$ cat src/rtl/ex_stage_if.sv
// Bus between ID/EX (and MEM/WB bypass) and the EX stage with its EX/MEM register.
// The master side drives ID/EX and MEM/WB values and observes the EX/MEM outputs and stall.
interface ex_stage_if #(
   parameter int XLEN = 32
);
   logic            RegWrite_in;
   logic            MemtoReg_in;
   logic            MemRead_in;
   logic            MemWrite_in;
   logic            ALUSrc_in;
   logic [1:0]      ALUOp_in;
   logic [9:0]      funct_in;
   logic [XLEN-1:0] data1_in;
   logic [XLEN-1:0] data2_in;
   logic [XLEN-1:0] imm_in;
   logic [4:0]      rs1_in;
   logic [4:0]      rs2_in;
   logic [4:0]      rd_in;

   logic            MEM_WB_RegWrite;
   logic [4:0]      MEM_WB_Rd;
   logic [XLEN-1:0] MEM_WB_Data;

   logic            RegWrite_out;
   logic            MemtoReg_out;
   logic            MemRead_out;
   logic            MemWrite_out;
   logic [XLEN-1:0] ALU_result_out;
   logic [XLEN-1:0] write_data_out;
   logic [4:0]      Rd_out;
   logic            ex_stall;

   modport master (
      output RegWrite_in, MemtoReg_in, MemRead_in, MemWrite_in, ALUSrc_in,
      output ALUOp_in, funct_in, data1_in, data2_in, imm_in,
      output rs1_in, rs2_in, rd_in,
      output MEM_WB_RegWrite, MEM_WB_Rd, MEM_WB_Data,
      input  RegWrite_out, MemtoReg_out, MemRead_out, MemWrite_out,
      input  ALU_result_out, write_data_out, Rd_out, ex_stall
   );

   modport slave (
      input  RegWrite_in, MemtoReg_in, MemRead_in, MemWrite_in, ALUSrc_in,
      input  ALUOp_in, funct_in, data1_in, data2_in, imm_in,
      input  rs1_in, rs2_in, rd_in,
      input  MEM_WB_RegWrite, MEM_WB_Rd, MEM_WB_Data,
      output RegWrite_out, MemtoReg_out, MemRead_out, MemWrite_out,
      output ALU_result_out, write_data_out, Rd_out, ex_stall
   );
endinterface

$ cat src/rtl/ex_stage.sv
// EX stage with operand forwarding, ALU decode and EX/MEM register; MUL uses an
// iterative shift-add unit that holds the front end through ex_stall.
module ex_stage #(
   parameter int XLEN     = 32,
   parameter int MUL_BITS = 1
) (
   input logic         clk,
   input logic         reset,
   ex_stage_if.slave   bus
);
   localparam int MUL_CYCLES = XLEN / MUL_BITS;
   localparam int CNT_W      = $clog2(MUL_CYCLES + 1);

   localparam logic [9:0] FN_ADD = 10'b0000000_000;
   localparam logic [9:0] FN_SUB = 10'b0100000_000;
   localparam logic [9:0] FN_AND = 10'b0000000_111;
   localparam logic [9:0] FN_OR  = 10'b0000000_110;
   localparam logic [9:0] FN_MUL = 10'b0000001_000;

   typedef enum logic [1:0] {
      IDLE,
      BUSY,
      DONE
   } state_t;

   state_t            r_state;
   logic              r_regWrite;
   logic              r_memtoReg;
   logic              r_memRead;
   logic              r_memWrite;
   logic [XLEN-1:0]   r_aluResult;
   logic [XLEN-1:0]   r_writeData;
   logic [4:0]        r_rd;
   logic [XLEN-1:0]   r_mcand;
   logic [XLEN-1:0]   r_mplier;
   logic [XLEN-1:0]   r_acc;
   logic [CNT_W-1:0]  r_cnt;

   logic              w_exHitA;
   logic              w_exHitB;
   logic              w_wbHitA;
   logic              w_wbHitB;
   logic [XLEN-1:0]   w_opA;
   logic [XLEN-1:0]   w_fwdB;
   logic [XLEN-1:0]   w_opB;
   logic [XLEN-1:0]   w_aluResult;
   logic              w_isMulFunct;
   logic              w_isMul;
   logic [XLEN-1:0]   w_partial;

   // Loads in EX/MEM are not bypassed; the hazard unit stalls for load-use instead.
   assign w_exHitA = r_regWrite & ~r_memtoReg & (r_rd != 5'd0) & (r_rd == bus.rs1_in);
   assign w_exHitB = r_regWrite & ~r_memtoReg & (r_rd != 5'd0) & (r_rd == bus.rs2_in);
   assign w_wbHitA = bus.MEM_WB_RegWrite & (bus.MEM_WB_Rd != 5'd0) & (bus.MEM_WB_Rd == bus.rs1_in);
   assign w_wbHitB = bus.MEM_WB_RegWrite & (bus.MEM_WB_Rd != 5'd0) & (bus.MEM_WB_Rd == bus.rs2_in);

   assign w_opA  = w_exHitA ? r_aluResult : (w_wbHitA ? bus.MEM_WB_Data : bus.data1_in);
   assign w_fwdB = w_exHitB ? r_aluResult : (w_wbHitB ? bus.MEM_WB_Data : bus.data2_in);
   assign w_opB  = bus.ALUSrc_in ? bus.imm_in : w_fwdB;

   always_comb begin
      w_aluResult  = w_opA + w_opB;
      w_isMulFunct = 1'b0;
      case (bus.ALUOp_in)
         2'b01: w_aluResult = w_opA - w_opB;
         2'b10: begin
            case (bus.funct_in)
               FN_ADD:  w_aluResult = w_opA + w_opB;
               FN_SUB:  w_aluResult = w_opA - w_opB;
               FN_AND:  w_aluResult = w_opA & w_opB;
               FN_OR:   w_aluResult = w_opA | w_opB;
               FN_MUL:  w_isMulFunct = 1'b1;
               default: w_aluResult = w_opA + w_opB;
            endcase
         end
         default: w_aluResult = w_opA + w_opB;
      endcase
   end

   assign w_isMul   = w_isMulFunct & bus.RegWrite_in;
   assign w_partial = r_mcand * XLEN'(r_mplier[MUL_BITS-1:0]);

   // DONE is excluded so the mul still sitting in ID/EX is not started a second time.
   assign bus.ex_stall = ~reset & ((r_state == BUSY) | ((r_state == IDLE) & w_isMul));

   always_ff @(posedge clk or posedge reset) begin
      if (reset) begin
         r_state     <= IDLE;
         r_regWrite  <= 1'b0;
         r_memtoReg  <= 1'b0;
         r_memRead   <= 1'b0;
         r_memWrite  <= 1'b0;
         r_aluResult <= '0;
         r_writeData <= '0;
         r_rd        <= 5'd0;
         r_mcand     <= '0;
         r_mplier    <= '0;
         r_acc       <= '0;
         r_cnt       <= '0;
      end else begin
         r_regWrite  <= 1'b0;
         r_memtoReg  <= 1'b0;
         r_memRead   <= 1'b0;
         r_memWrite  <= 1'b0;
         r_aluResult <= '0;
         r_writeData <= '0;
         r_rd        <= 5'd0;
         case (r_state)
            IDLE: begin
               if (w_isMul) begin
                  r_state  <= BUSY;
                  r_mcand  <= w_opA;
                  r_mplier <= w_fwdB;
                  r_acc    <= '0;
                  r_cnt    <= CNT_W'(MUL_CYCLES - 1);
               end else if (!w_isMulFunct) begin
                  r_regWrite  <= bus.RegWrite_in;
                  r_memtoReg  <= bus.MemtoReg_in;
                  r_memRead   <= bus.MemRead_in;
                  r_memWrite  <= bus.MemWrite_in;
                  r_aluResult <= w_aluResult;
                  r_writeData <= w_fwdB;
                  r_rd        <= bus.rd_in;
               end
            end
            BUSY: begin
               r_acc    <= r_acc + w_partial;
               r_mcand  <= r_mcand << MUL_BITS;
               r_mplier <= r_mplier >> MUL_BITS;
               if (r_cnt == '0) begin
                  r_state <= DONE;
               end else begin
                  r_cnt <= r_cnt - CNT_W'(1);
               end
            end
            DONE: begin
               r_state     <= IDLE;
               r_regWrite  <= bus.RegWrite_in;
               r_memtoReg  <= bus.MemtoReg_in;
               r_memRead   <= bus.MemRead_in;
               r_memWrite  <= bus.MemWrite_in;
               r_aluResult <= r_acc;
               r_rd        <= bus.rd_in;
            end
            default: r_state <= IDLE;
         endcase
      end
   end

   assign bus.RegWrite_out   = r_regWrite;
   assign bus.MemtoReg_out   = r_memtoReg;
   assign bus.MemRead_out    = r_memRead;
   assign bus.MemWrite_out   = r_memWrite;
   assign bus.ALU_result_out = r_aluResult;
   assign bus.write_data_out = r_writeData;
   assign bus.Rd_out         = r_rd;
endmodule
$ cat src/flat_wrapper.sv
// flat-port wrapper written by rule: the top's interface ports become plain ports
module ex_stage_flat 
#(
   parameter int XLEN     = 32,
   parameter int MUL_BITS = 1
)
  (clk, reset, bus_RegWrite_in, bus_MemtoReg_in, bus_MemRead_in, bus_MemWrite_in, bus_ALUSrc_in, bus_ALUOp_in, bus_funct_in, bus_data1_in, bus_data2_in, bus_imm_in, bus_rs1_in, bus_rs2_in, bus_rd_in, bus_MEM_WB_RegWrite, bus_MEM_WB_Rd, bus_MEM_WB_Data, bus_RegWrite_out, bus_MemtoReg_out, bus_MemRead_out, bus_MemWrite_out, bus_ALU_result_out, bus_write_data_out, bus_Rd_out, bus_ex_stall);
  ex_stage_if #(.XLEN(XLEN)) bus_i ();
  input logic clk;
  input logic reset;
  input wire logic [$bits(bus_i.RegWrite_in)-1:0] bus_RegWrite_in;
  input wire logic [$bits(bus_i.MemtoReg_in)-1:0] bus_MemtoReg_in;
  input wire logic [$bits(bus_i.MemRead_in)-1:0] bus_MemRead_in;
  input wire logic [$bits(bus_i.MemWrite_in)-1:0] bus_MemWrite_in;
  input wire logic [$bits(bus_i.ALUSrc_in)-1:0] bus_ALUSrc_in;
  input wire logic [$bits(bus_i.ALUOp_in)-1:0] bus_ALUOp_in;
  input wire logic [$bits(bus_i.funct_in)-1:0] bus_funct_in;
  input wire logic [$bits(bus_i.data1_in)-1:0] bus_data1_in;
  input wire logic [$bits(bus_i.data2_in)-1:0] bus_data2_in;
  input wire logic [$bits(bus_i.imm_in)-1:0] bus_imm_in;
  input wire logic [$bits(bus_i.rs1_in)-1:0] bus_rs1_in;
  input wire logic [$bits(bus_i.rs2_in)-1:0] bus_rs2_in;
  input wire logic [$bits(bus_i.rd_in)-1:0] bus_rd_in;
  input wire logic [$bits(bus_i.MEM_WB_RegWrite)-1:0] bus_MEM_WB_RegWrite;
  input wire logic [$bits(bus_i.MEM_WB_Rd)-1:0] bus_MEM_WB_Rd;
  input wire logic [$bits(bus_i.MEM_WB_Data)-1:0] bus_MEM_WB_Data;
  output wire logic [$bits(bus_i.RegWrite_out)-1:0] bus_RegWrite_out;
  output wire logic [$bits(bus_i.MemtoReg_out)-1:0] bus_MemtoReg_out;
  output wire logic [$bits(bus_i.MemRead_out)-1:0] bus_MemRead_out;
  output wire logic [$bits(bus_i.MemWrite_out)-1:0] bus_MemWrite_out;
  output wire logic [$bits(bus_i.ALU_result_out)-1:0] bus_ALU_result_out;
  output wire logic [$bits(bus_i.write_data_out)-1:0] bus_write_data_out;
  output wire logic [$bits(bus_i.Rd_out)-1:0] bus_Rd_out;
  output wire logic [$bits(bus_i.ex_stall)-1:0] bus_ex_stall;
  assign bus_i.RegWrite_in = bus_RegWrite_in;
  assign bus_i.MemtoReg_in = bus_MemtoReg_in;
  assign bus_i.MemRead_in = bus_MemRead_in;
  assign bus_i.MemWrite_in = bus_MemWrite_in;
  assign bus_i.ALUSrc_in = bus_ALUSrc_in;
  assign bus_i.ALUOp_in = bus_ALUOp_in;
  assign bus_i.funct_in = bus_funct_in;
  assign bus_i.data1_in = bus_data1_in;
  assign bus_i.data2_in = bus_data2_in;
  assign bus_i.imm_in = bus_imm_in;
  assign bus_i.rs1_in = bus_rs1_in;
  assign bus_i.rs2_in = bus_rs2_in;
  assign bus_i.rd_in = bus_rd_in;
  assign bus_i.MEM_WB_RegWrite = bus_MEM_WB_RegWrite;
  assign bus_i.MEM_WB_Rd = bus_MEM_WB_Rd;
  assign bus_i.MEM_WB_Data = bus_MEM_WB_Data;
  assign bus_RegWrite_out = bus_i.RegWrite_out;
  assign bus_MemtoReg_out = bus_i.MemtoReg_out;
  assign bus_MemRead_out = bus_i.MemRead_out;
  assign bus_MemWrite_out = bus_i.MemWrite_out;
  assign bus_ALU_result_out = bus_i.ALU_result_out;
  assign bus_write_data_out = bus_i.write_data_out;
  assign bus_Rd_out = bus_i.Rd_out;
  assign bus_ex_stall = bus_i.ex_stall;
  ex_stage #(.XLEN(XLEN), .MUL_BITS(MUL_BITS)) u_core (.clk(clk), .reset(reset), .bus(bus_i));
endmodule
$ cat config.mk
export PLATFORM = sky130hd
export DESIGN_NAME = ex_stage_flat
export DESIGN_NICKNAME = d
export VERILOG_FILES = /design/src/rtl/ex_stage_if.sv /design/src/rtl/ex_stage.sv /design/src/flat_wrapper.sv
export SDC_FILE = /design/constraint.sdc
export NUM_CORES = 1
export LEC_CHECK = 0
export ABC_AREA = 1
export CORE_MARGIN = 5
export CORE_UTILIZATION = 45
export CTS_CLUSTER_SIZE = 14
export DETAILED_ROUTE_END_ITERATION = 8
export HOLD_SLACK_MARGIN = 0.03
export PLACE_DENSITY_LB_ADDON = 0.2
export REMOVE_ABC_BUFFERS = 1
export SKIP_LAST_GASP = 1
export SYNTH_ARGS = -nofsm -noshare
export SYNTH_HDL_FRONTEND = slang
export SYNTH_SLANG_ARGS = --single-unit
export TNS_END_PERCENT = 100
$ cat constraint.sdc
create_clock -name clk -period 6.6 [get_ports clk]
set_clock_uncertainty 0.05 [all_clocks]
set_input_delay 1.32 -clock clk [delete_from_list [all_inputs] [get_ports clk]]
set_output_delay 1.32 -clock clk [all_outputs]
set_load 0.005 [all_outputs]
Word level (Yosys, flattened, before mapping)
Index checks and enable logic that the tools add are counted.

Add/subtract/negate cells: 4. Multipliers: 1. Equality and inequality tests: 15. Multiplexer cells: 42. Bitwise operators: 15. Reduce and logical (&&, ||, !) cells: 8.

Operators with widths (number): two-way mux 32 bit (13); one-hot mux 32 bit (2 select lines) (5); one-hot mux 32 bit (3 select lines) (1); adder 32 bit (2); bitwise AND 32 bit (1); multiplier 32 x 1 -> 32 bit (1); OR 32 bit (1); subtractor 32 bit (1); == test 10 x 3 -> 1 bit, second input constant (2); == test 5 bit (4); two-way mux 6 bit (2); one-hot mux 6 bit (2 select lines) (1); bitwise AND 1 bit (10); == test 10 x 4 -> 1 bit, second input constant (1); == test 10 x 9 -> 1 bit, second input constant (1); two-way mux 1 bit (10); two-way mux 5 bit (2); one-hot mux 5 bit (2 select lines) (1); nonzero test 5 bit (2); one-hot mux 1 bit (2 select lines) (4); logical NOT 6 bit (1); subtractor 6 x 1 -> 6 bit, second input constant (1); == test 2 x 1 -> 1 bit, second input constant (2); == test 2 bit, second input constant (2); other kinds (10) (14).

Register bits: 177. Input port bits: 168. Output and inout bits: 74. Logic and storage cells: 97.

Longest topological paths before layout
Word-level depth: 12. Gate-level depth with buffers: 36. Mapped depth without buffers: 36.

Least setup slack after synthesis
OpenSTA, ideal clock, no wires.

Kind: input to register. Start point: input bus_MEM_WB_Rd[3]. End point: register u_core.r_aluResult[26] (netlist: u_core.bus.ALU_result_out[26]). Setup time: 0.116 ns. Data arrival time: 4.853 ns. Required time: 6.434 ns. Slack: 1.580 ns. Stages on the path: 27. Buffers on the path: 2. Cell sequence: xor2_1 > nor2_1 > nand2_2 > clkbuf_1 > clkbuf_1 > nand2_1 > nand3_1 > o21ai_0 > inv_1 > ha_1 > fa_1 > nand3_1 > nand2_1 > nand2_1 > nand2_1 > a21boi_1 > o21ai_1 > a21boi_1 > nor2_1 > or2_1 > nand4_1 > a21o_1 > nand3_1 > nand3_1 > nand2_1 > nand2_1 > nand2_1.

Cells in the longest elaborated chain, start to end: 12. Elaborated cells between the ends (all ways): 20.

RTL lines: from (decl) (RTL line flat_wrapper.sv:25) `input wire logic [$bits(bus_i.MEM_WB_Rd)-1:0] bus_MEM_WB_Rd;`; nonzero test 5 bit (RTL line ex_stage.sv:54, ex_stage.sv:55); bitwise AND 1 bit (RTL line ex_stage.sv:54, ex_stage.sv:55); bitwise AND 1 bit (RTL line ex_stage.sv:55) `assign w_wbHitB = bus.MEM_WB_RegWrite & (bus.MEM_WB_Rd != 5'd0) & (bus.MEM_WB_Rd == bus.rs2_in);`; two-way mux 32 bit (2 in a row) (RTL line ex_stage.sv:58) `assign w_fwdB = w_exHitB ? r_aluResult : (w_wbHitB ? bus.MEM_WB_Data : bus.data2_in);`; two-way mux 32 bit (RTL line ex_stage.sv:59) `assign w_opB = bus.ALUSrc_in ? bus.imm_in : w_fwdB;`; adder 32 bit (tied with other cells); one-hot mux 32 bit (3 select lines) (RTL line ex_stage.sv:67) `case (bus.funct_in)`; one-hot mux 32 bit (2 select lines) (*) (RTL line ex_stage.sv:64) `case (bus.ALUOp_in)`; two-way mux 32 bit (*) (RTL line ex_stage.sv:116) `end else if (!w_isMulFunct) begin`; two-way mux 32 bit (*) (RTL line ex_stage.sv:110) `if (w_isMul) begin`; one-hot mux 32 bit (2 select lines) (*) (RTL line ex_stage.sv:108) `case (r_state)`; to (signal assigned) (RTL line ex_stage.sv:121) `r_aluResult <= w_aluResult;`; to (signal assigned) (RTL line ex_stage.sv:142) `r_aluResult <= r_acc;`; to (decl) (RTL line ex_stage.sv:31) `logic [XLEN-1:0] r_aluResult;`.

Every way passes the cells marked *; elsewhere a longest branch is shown, timed or not. A chain may end at the register's enable or synchronous reset.

Worst setup path in the final report
Start point: input bus_MEM_WB_Rd[3]. End point: register u_core.r_aluResult[31] (netlist: u_core.bus.ALU_result_out[31]).

The elaborated chain is that of the path after synthesis.

==> results.toml <==
[synthesis]
yosys_warnings = 0
synthFlopType = "sky130_fd_sc_hd__dfrtp_1"
netlist_top_cells_count = "729 x sky130_fd_sc_hd__nand2_1, 314 x sky130_fd_sc_hd__inv_1, 201 x sky130_fd_sc_hd__nand3_1, 178 x sky130_fd_sc_hd__o21ai_0, 177 x sky130_fd_sc_hd__dfrtp_1"
synth_cell_types = 59
synthesis.area_um2 = 16030
yosysTopAreaCell = "sky130_fd_sc_hd__dfrtp_1"
synth_top_area_share_pct = 27.63
synth.ff_latch_count = 177
synthesis.instances = 2438
synthesis.area_per_instance_um2 = 6.575
synth_async_sr_flop_share_pct = 100.0
ys_top_cells_by_area = "sky130_fd_sc_hd__dfrtp_1 28%, sky130_fd_sc_hd__nand2_1 17%, sky130_fd_sc_hd__ha_1 9.8%, sky130_fd_sc_hd__inv_1 7.4%, sky130_fd_sc_hd__nand3_1 6.3%"
synth-edff-count = 0
synth.most_common_cell = "sky130_fd_sc_hd__nand2_1"
synth_sequential_area_ratio_pct = 27.63

[cts]
post-cts-setup-buffer-count = 0
cts_hold_buf = 0
clock_tree.buffer_depth = 2
clkLatencyLatePin_ps = 460
clock_sinks = 177
cts_tree = "built"
cts_repair_resize_count = 0
cts_htree_levels = 4
cts_inserted_buffers = 17
clk_transition_reported_paths_ps = 70
ctsRootBufferMaster = "sky130_fd_sc_hd__clkbuf_16"

[hold_path]
hold_path_startpoint = "u_core.r_acc[31]"
hold_path_class = "reg -> reg"
worstHoldPathCells = 2
worstHoldEndpoint = "u_core.bus.ALU_result_out[31]"

[setup_path]
setup.worst_path.class = "in -> reg"
cp.buffers_inverters = 3
worstSetupEndpointType = "register"
worstPathMaxFanout = 16
crit_top_cell = "sky130_fd_sc_hd__nand2_1"
worst_path_dominant_cell_family = "simple AND/OR/NAND/NOR gates"
regToRegSetupSlack_ps = 1550
worstReg2RegEnd = "u_core.bus.ALU_result_out[29]"
critical_path.max_stage_delay_ps = 480
critPathSlowestCell = "sky130_fd_sc_hd__clkdlybuf4s50_1"
worst_r2r_path_depth = 28
worst_r2r_startpoint = "u_core.bus.Rd_out[0]"
worst-endpoint-arrival_ps = 6530
crit_path_start_kind = "input port"
crit_required_ps = 6900

[global_route]
grt_max_degree = 102
antenna_found_initial = 0
global_route_wire_length_before_repair_um = 101800
grt.total_usage_pct = 34.06
grt_overflow = 0
first_global_vias = 17036

[sta]
setup_viol = 0
maxSlewViolCount = 0
timing.final.crit_share_pct = 94.35
maximum_frequency_from_static_timing_analysis_mhz = 160.6
rsz0062_at_grt = "false"
timing.max_slew.rel_slack_pct = 29.14
worst-slew-pin-transition_ps = 1061
finalHoldViolCount = 0
tns_ps = 0
period_minus_slack_ps = 6227

[run]
cap_viol_max_count = 0

[routing]
drtIter0Drc = 1921
detail-route-antenna-nets = 0
wl_met2_um = 28130
met3_length_um = 8609
route.detailed.wl_per_inst_um = 22.11
top_signal_layer_used = "met4"
route.detailed.drc = 0
via_per_inst = 5.705
vias = 17789
first_pass_iters = 5
routed_wl_um = 68930
m1WireLength_um = 30150

[cells_and_area]
total_inserted_antenna_cells = 0
final_area_um2 = 19640
share_of_cells_above_drive_strength_1_pct = 5.269
layoutNonFillerInstCount = 3118
design.final.nets = 2940
area_grow_syn2layout_pct = 22.50

[place]
place.port_buffers = 241
gp_routability_congestion = 1.045
place_area_um2 = 19040
dpl.hpwl_um = 52100
placed_cells = 3086

[status]
run_status = "finished, final reports clean"

[pwr]
ir_drop_mv = 0.1912
power_per_cell_area_nw_per_um2 = 183.2
cellLeakagePower_nw = 9.982
finalPower_mw = 3.598

[die]
chipHeight_um = 198.7
coreArea_um2 = 35400
ios = 242
die_area_um2 = 39500
initial_utilization_pct = 45.29
fp-row-count = 69
horizontal_die_dimension_um = 198.7
-- stage by stage --
| step | hold slack (ps) | setup WS (ps) | utilization, % |
|---|---|---|---|
| final | 444.6 | 373.2 | 55.48 |
| after global routing | 473.9 | 130.1 | 55.48 |
| after CTS | 443.3 | 638.2 | 55.48 |
| after detailed placement | 425.0 | 155.7 | 53.78 |
| after global placement | 422.6 | 183.1 | 53.78 |
| after floorplan | 398.8 | -668.7 | - |
-- cells in the final DEF, fill, tap and decap left out, types with 4 or more instances in the layout --
cell	instances
sky130_fd_sc_hd__dfrtp_1	177
sky130_fd_sc_hd__o21ai_0	178
sky130_fd_sc_hd__clkdlybuf4s50_1	241
sky130_fd_sc_hd__inv_6	4
sky130_fd_sc_hd__inv_1	310
sky130_fd_sc_hd__a21oi_1	127
sky130_fd_sc_hd__nand4_1	25
sky130_fd_sc_hd__or2_2	7
sky130_fd_sc_hd__o21bai_1	5
sky130_fd_sc_hd__nand2_1	729
sky130_fd_sc_hd__ha_1	125
sky130_fd_sc_hd__nor2_2	5
sky130_fd_sc_hd__clkbuf_16	17
sky130_fd_sc_hd__buf_12	4
sky130_fd_sc_hd__nor2_4	5
sky130_fd_sc_hd__xnor2_1	16
sky130_fd_sc_hd__nor3_1	10
sky130_fd_sc_hd__nand3_1	200
sky130_fd_sc_hd__o21ai_2	4
sky130_fd_sc_hd__o21ai_1	18
sky130_fd_sc_hd__xor2_1	53
sky130_fd_sc_hd__buf_4	41
sky130_fd_sc_hd__o2111ai_1	9
sky130_fd_sc_hd__o221ai_1	35
sky130_fd_sc_hd__clkinvlp_4	4
sky130_fd_sc_hd__o22ai_1	19
sky130_fd_sc_hd__inv_2	9
sky130_fd_sc_hd__nand3_2	8
sky130_fd_sc_hd__nor4_1	7
sky130_fd_sc_hd__nor2_1	144
sky130_fd_sc_hd__o211ai_1	41
sky130_fd_sc_hd__a21o_1	7
sky130_fd_sc_hd__nand2_2	12
-- registers in the layout, indices dropped and copies added (netlist names) --
signal	flops
u_core.bus.ALU_result_out	32
u_core.bus.MemRead_out	1
u_core.bus.MemWrite_out	1
u_core.bus.MemtoReg_out	1
u_core.bus.Rd_out	5
u_core.bus.RegWrite_out	1
u_core.bus.write_data_out	32
u_core.r_acc	32
u_core.r_cnt	6
u_core.r_mcand	32
u_core.r_mplier	32
u_core.r_state	2
-- how the worst max path moves through the flow --
stage,start,end,slack [ps],cells past startpoint
4_1_cts,bus_rs1_in[3],u_core.bus.ALU_result_out[31],640,27
3_3_place_gp,bus_rs2_in[1],u_core.bus.ALU_result_out[31],180,32
5_1_grt,bus_rs2_in[1],u_core.bus.ALU_result_out[29],130,33
2_1_floorplan,bus_ALUOp_in[0],bus_ex_stall,-670,8
6_report,bus_MEM_WB_Rd[3],u_core.bus.ALU_result_out[31],370,27
3_5_place_dp,bus_rs1_in[3],u_core.bus.ALU_result_out[31],160,27
-- power by group --
group / internal (mW) / total (mW) / switching (mW)
registers: 1.15 / 1.23 / 0.0788
clock network: 0.573 / 1.12 / 0.544
logic: 0.502 / 1.25 / 0.751
-- worst reg2reg max path, delay by kind of cell, from the launching register on --
| kind | cells | cell delay, ps |
|---|---|---|
| and+or+nand+nor | 15 | 1660 |
| DFF | 1 | 460 |
| xor gates and xnor gates | 1 | 210 |
| AOI/OAI and AO/OA | 6 | 1500 |
| buffers and inverters | 5 | 700 |
| adders and majority gates | 1 | 380 |
-- routing by layer --
layer	global-route usage [%]	up-vias
li1	-	8396
met1	48.33	8366
met2	49.33	919
met3	10.99	108
met4	10.87	0
met5	0	-
-- logic make-up (layout without fill, tap and decap cells) --
family | count (synthesis) | count (layout) | synth area share, %
adder cells (fa/ha/maj) | 128 | 128 | 10.13
AO/OA/AOI/OAI | 474 | 474 | 17.55
buffers and inverters | 423 | 642 | 10.05
AND/OR/NAND/NOR | 1167 | 1167 | 30.87
flip-flops | 177 | 177 | 27.63
XOR/XNOR | 69 | 69 | 3.770
-- area by class of cell --
cell class,instances,area (µm²)
clock buffer,18,429.2
clock inverter,14,171.4
fill,3581,15760
inverter,324,1222
multi-input combinational,1838,10010
sequential,177,4429
tap,461,576.8
timing repair buffer,286,2800
No activity file was read; power rests on OpenSTA's default activity.
==> patch 1 (same flow settings) <==
Make the reset (`reset`) synchronous in one clocked block.
--- a/src/rtl/ex_stage.sv
+++ b/src/rtl/ex_stage.sv
@@ -83,7 +83,7 @@
    // DONE is excluded so the mul still sitting in ID/EX is not started a second time.
    assign bus.ex_stall = ~reset & ((r_state == BUSY) | ((r_state == IDLE) & w_isMul));
 
-   always_ff @(posedge clk or posedge reset) begin
+   always_ff @(posedge clk) begin
       if (reset) begin
          r_state     <= IDLE;
          r_regWrite  <= 1'b0;
Check against the original RTL: not equivalent (Yosys sat finds a counterexample within 4 cycles, from zero or initial values and one cycle with reset high; the reset may be asserted at any time).
==> patch 1 against the unedited design <==
  * Via count grew 4.4%
  * Global-route usage shrank 0.73 points
  * Sequential cell count is the same
  * Final cell count grew 5.6%
  * Largest power group unchanged
  * Worst setup slack lost 0.023 ns
  * Largest cell class unchanged
  * Cell area shrank 0.55%
  * Area after synthesis shrank 0.41%
  * Total power shrank 4.5%
  * Wire length shrank 0.92%
==> patch 1: results (changes against the unedited design) <==
WIRE_LENGTH_OF_THE_FIRST_GLOBAL_ROUTING_PASS_MICRONS=102000  # about the same
CRITICAL_PATH.STARTPOINT='bus_rs1_in[1]'  # was bus_MEM_WB_Rd[3]
YS_TYPES=56  # was 59
DR.FIRST_ITER.DRC_COUNT=1873  # was 1,921
WORST_HOLD_SLACK_NS=0.416  # was 0.445 ns
SYNTHFLOPTYPE='dfxtp_1'  # was dfrtp_1
WORST-ENDPOINT-ARRIVAL_NS=6.55  # was 6.53 ns
LEADING_CELL_TYPES_BY_TOTAL_AREA_AFTER_SYNTHESIS='dfxtp_1 22%, nand2_1 16%, inv_1 9.8%'  # was dfrtp_1 28%, nand2_1 17%, ha_1 9.8%
VIA_COUNT=18600  # was 17.8k
POWER.STATIC_LEAKAGE_nW=9.64  # was 9.98 nW
ASYNCSETRESETFLOPFRACSYNTH=0  # was 1.00
ARITHMETIC_CELL_SHARE_OF_THE_SYNTHESIZED_AREA_COUNTING_FULL_ADDERS_HALF_ADDERS_AND_MAJORITY_GATES=0.100  # was 0.101
GRT_MAX_DEGREE=72  # was 102
TIMING.FINAL.WS_SETUP_NS=0.350  # was 0.373 ns
DRT_WL_TOTAL_MICRONS=68300  # was 68,900 microns
DP_HPWL_MICRONS=52800  # was 52,100 microns
DRIVE_GT1_FRAC=0.0646  # was 0.0527
DPL-INSTANCE-AREA_SQ_UM=18900  # was 19,000 sq um
STATUS='complete, no violations'  # unchanged
WL_MET3_MICRONS=8000  # was 8610 microns
MIN-DELAY-START='u_core.r_mplier[31]'  # was u_core.r_acc[31]
LAUNCH_POINT_OF_THE_WORST_REG_TO_REG_PATH='u_core.bus.Rd_out[2]'  # was u_core.bus.Rd_out[0]
COMPLEX_GATE_FRACTION_OF_THE_SYNTHESIZED_AREA=0.202  # was 0.176
GRT.TOTAL_USAGE=0.333  # was 0.341
POWER.INTERNAL_mW=2.16  # was 2.23 mW
SYNTH_COMMONEST_CELLS='661 x nand2_1, 417 x inv_1, 210 x nand3_1, 194 x a21oi_1, 193 x o21ai_0'  # was 729 x nand2_1, 314 x inv_1, 201 x nand3_1, 178 x o21ai_0, 177 x dfrtp_1
NNETSFINAL=3113  # was 2,940
POST_PLACE_WORST_SLACK_NS=0.0132  # was 0.156 ns
YOSYSSEQAREASHARE=0.222  # was 0.276
CLKSLEWWORSTSETUPHOLDPATHS_NS=0.07  # about the same
TIMING.CRITICAL_PATH.SLOWEST_STAGE_CELL='o21ai_0'  # was clkdlybuf4s50_1
POWER.IR.VDD_WORST_V=0.000199  # was 0.000191 V
USE_MET1=0.485  # was 0.483
CRITICAL_PATH_PEAK_FANOUT=36  # was 16
CRITPATHCAPTURE='u_core.bus.ALU_result_out[26]'  # was u_core.bus.ALU_result_out[31]
CLKLATENCYLATEPIN_NS=0.46  # about the same
ANTENNA_FOUND_INITIAL=1  # was 0
GP_ROUTABILITY_CONGESTION=0.982  # was 1.04
MET2WIRELENGTH_MICRONS=27900  # was 28,100 microns
[patch 1: power groups by stage]
stage	clock (mW)	sequential [mW]	combinational, mW
after floorplan	0	1.17	0.638
after global placement	0	1.19	1.15
final	1.09	1.16	1.18
after global routing	1.15	1.17	1.28
after detailed placement	0	1.19	1.14
after CTS	1.11	1.16	1.15
[patch 1: through the flow]
stage,setup TNS (ns),std cells
2_1_floorplan,0,2502
3_3_place_gp,-0.195,3261
3_5_place_dp,0,3261
4_1_cts,0,3293
5_1_grt,0,3294
6_report,0,3294
[patch 1: area by class of cell]
cell class / instances / area, sq um
clock inverters: 12 / 144
flip-flops and latches: 177 / 3540
repair buffers: 298 / 2850
well taps: 461 / 577
clock buffers: 20 / 457
inverters: 436 / 1640
fillers: 3547 / 15800
diodes: 1 / 2.50
multi-input cells: 1889 / 10300
[patch 1: repair_timing]
item / in CTS / in global routing
gates resized for setup: 0 / 3
endpoints found under the setup margin: 0 / 2
buffers inserted: 0 / 0
==> patch 2 (config.mk and constraints unchanged) <==
Without the edit above. `XLEN` is set to 32 in 3 places; all go to 16.
--- a/src/rtl/ex_stage_if.sv
+++ b/src/rtl/ex_stage_if.sv
@@ -1,7 +1,7 @@
 // Bus between ID/EX (and MEM/WB bypass) and the EX stage with its EX/MEM register.
 // The master side drives ID/EX and MEM/WB values and observes the EX/MEM outputs and stall.
 interface ex_stage_if #(
-   parameter int XLEN = 32
+   parameter int XLEN = 16
 );
    logic            RegWrite_in;
    logic            MemtoReg_in;
--- a/src/rtl/ex_stage.sv
+++ b/src/rtl/ex_stage.sv
@@ -1,7 +1,7 @@
 // EX stage with operand forwarding, ALU decode and EX/MEM register; MUL uses an
 // iterative shift-add unit that holds the front end through ex_stall.
 module ex_stage #(
-   parameter int XLEN     = 32,
+   parameter int XLEN     = 16,
    parameter int MUL_BITS = 1
 ) (
    input logic         clk,
--- a/src/flat_wrapper.sv
+++ b/src/flat_wrapper.sv
@@ -1,7 +1,7 @@
 // flat-port wrapper written by rule: the top's interface ports become plain ports
 module ex_stage_flat 
 #(
-   parameter int XLEN     = 32,
+   parameter int XLEN     = 16,
    parameter int MUL_BITS = 1
 )
   (clk, reset, bus_RegWrite_in, bus_MemtoReg_in, bus_MemRead_in, bus_MemWrite_in, bus_ALUSrc_in, bus_ALUOp_in, bus_funct_in, bus_data1_in, bus_data2_in, bus_imm_in, bus_rs1_in, bus_rs2_in, bus_rd_in, bus_MEM_WB_RegWrite, bus_MEM_WB_Rd, bus_MEM_WB_Data, bus_RegWrite_out, bus_MemtoReg_out, bus_MemRead_out, bus_MemWrite_out, bus_ALU_result_out, bus_write_data_out, bus_Rd_out, bus_ex_stall);
Ports: changed (6 resized); port bits go from 242 to 146. The function was not compared with the original's and may differ.
==> patch 2 against the unedited design <==
  * Worst setup slack improved by 0.66 ns
  * Wire length decreased by 59%
  * Sequential cell count decreased by 81
  * Non-clock buffer count decreased by 118
  * Global-route usage decreased by 8.3 points
  * Largest power group is now sequential cells
  * Worst hold slack got worse by 0.010 ns
  * Cell area decreased by 48%
  * Total power decreased by 52%
  * Clock power decreased by 55%
  * Critical path type unchanged
  * Area after synthesis decreased by 49%
  * Sequential power decreased by 46%
  * Sequential share of layout area increased by 0.95 points
==> patch 2: results (changes against the unedited design) <==
GRT_MAX_DEGREE=63  # was 102
LEADING_CELL_TYPES_BY_TOTAL_AREA_AFTER_SYNTHESIS='dfrtp_1 29%, nand2_1 12%, ha_1 9.6%'  # was dfrtp_1 28%, nand2_1 17%, ha_1 9.8%
USE_MET1=0.340  # was 0.483
GLOBAL_ROUTE.USAGE.MET3=0.0502  # was 0.110
INSERTED_CLOCK_BUFFERS=9  # was 17
WORST_R2R_PATH_DEPTH=22  # was 28
AVGROUTEDWIREPERCELL_MICRONS=18.0  # was 22.1 microns
POST_DRT_VIA_CELL_RATIO=5.53  # was 5.71
TIMING.FINAL.WS_SETUP_NS=1.04  # was 0.373 ns
DP_HPWL_MICRONS=21800  # was 52,100 microns
N_FILL_CELL=1753  # was 3,581
P_COMB_mW=0.575  # was 1.25 mW
H-TREE-DEPTH=3  # was 4
WL_MET3_MICRONS=2100  # was 8610 microns
POST_PLACE_WORST_SLACK_NS=0.761  # was 0.156 ns
CLKLATENCYLATEPIN_NS=0.36  # was 0.46 ns
VIA_COUNT_OF_THE_FIRST_GLOBAL_ROUTING_PASS=8269  # was 17.0k
DR.FIRST_ITER.DRC_COUNT=760  # was 1,921
POWER.STATIC_LEAKAGE_nW=5.15  # was 9.98 nW
PORTBUFFERS=145  # was 241
SYNTH_COMMONEST_CELLS='260 x nand2_1, 173 x inv_1, 103 x o21ai_0, 102 x nand3_1, 96 x dfrtp_1'  # was 729 x nand2_1, 314 x inv_1, 201 x nand3_1, 178 x o21ai_0, 177 x dfrtp_1
STATUS='complete, no violations'  # unchanged
GRT.TOTAL_USAGE=0.258  # was 0.341
MET2WIRELENGTH_MICRONS=13000  # was 28,100 microns
WIRE_LENGTH_OF_THE_FIRST_GLOBAL_ROUTING_PASS_MICRONS=44200  # was 102,000 microns
patch 2: cell types whose count changed in the layout (fill, tap and decap cells not counted), moves of 21 or more:
| cell | before | now |
|---|---|---|
| dfrtp_1 | 177 | 96 |
| nand2_1 | 729 | 260 |
| nand4_1 | 25 | 4 |
| nand3_1 | 200 | 102 |
| nor2_1 | 144 | 89 |
| ha_1 | 125 | 63 |
| o21ai_0 | 178 | 103 |
| clkdlybuf4s50_1 | 241 | 145 |
| inv_1 | 310 | 172 |
| xor2_1 | 53 | 30 |
| a21oi_1 | 127 | 49 |
patch 2: final cells by class:
class,count,area (sq um),area share
inverters,184,693,0.0678
flip-flops and latches,96,2400,0.235
clock inverters,5,32.5,0.00318
well taps,229,287,0.0280
repair buffers,168,1620,0.159
multi-input cells,862,4940,0.483
clock buffers,11,243,0.0238
patch 2: logic make-up after synthesis:
family / share of synthesized area
xor gates and xnor gates: 0.0490
AOI/OAI and AO/OA: 0.176
adders and majority gates: 0.104
and+or+nand+nor: 0.274
DFF: 0.293
buffers and inverters: 0.105
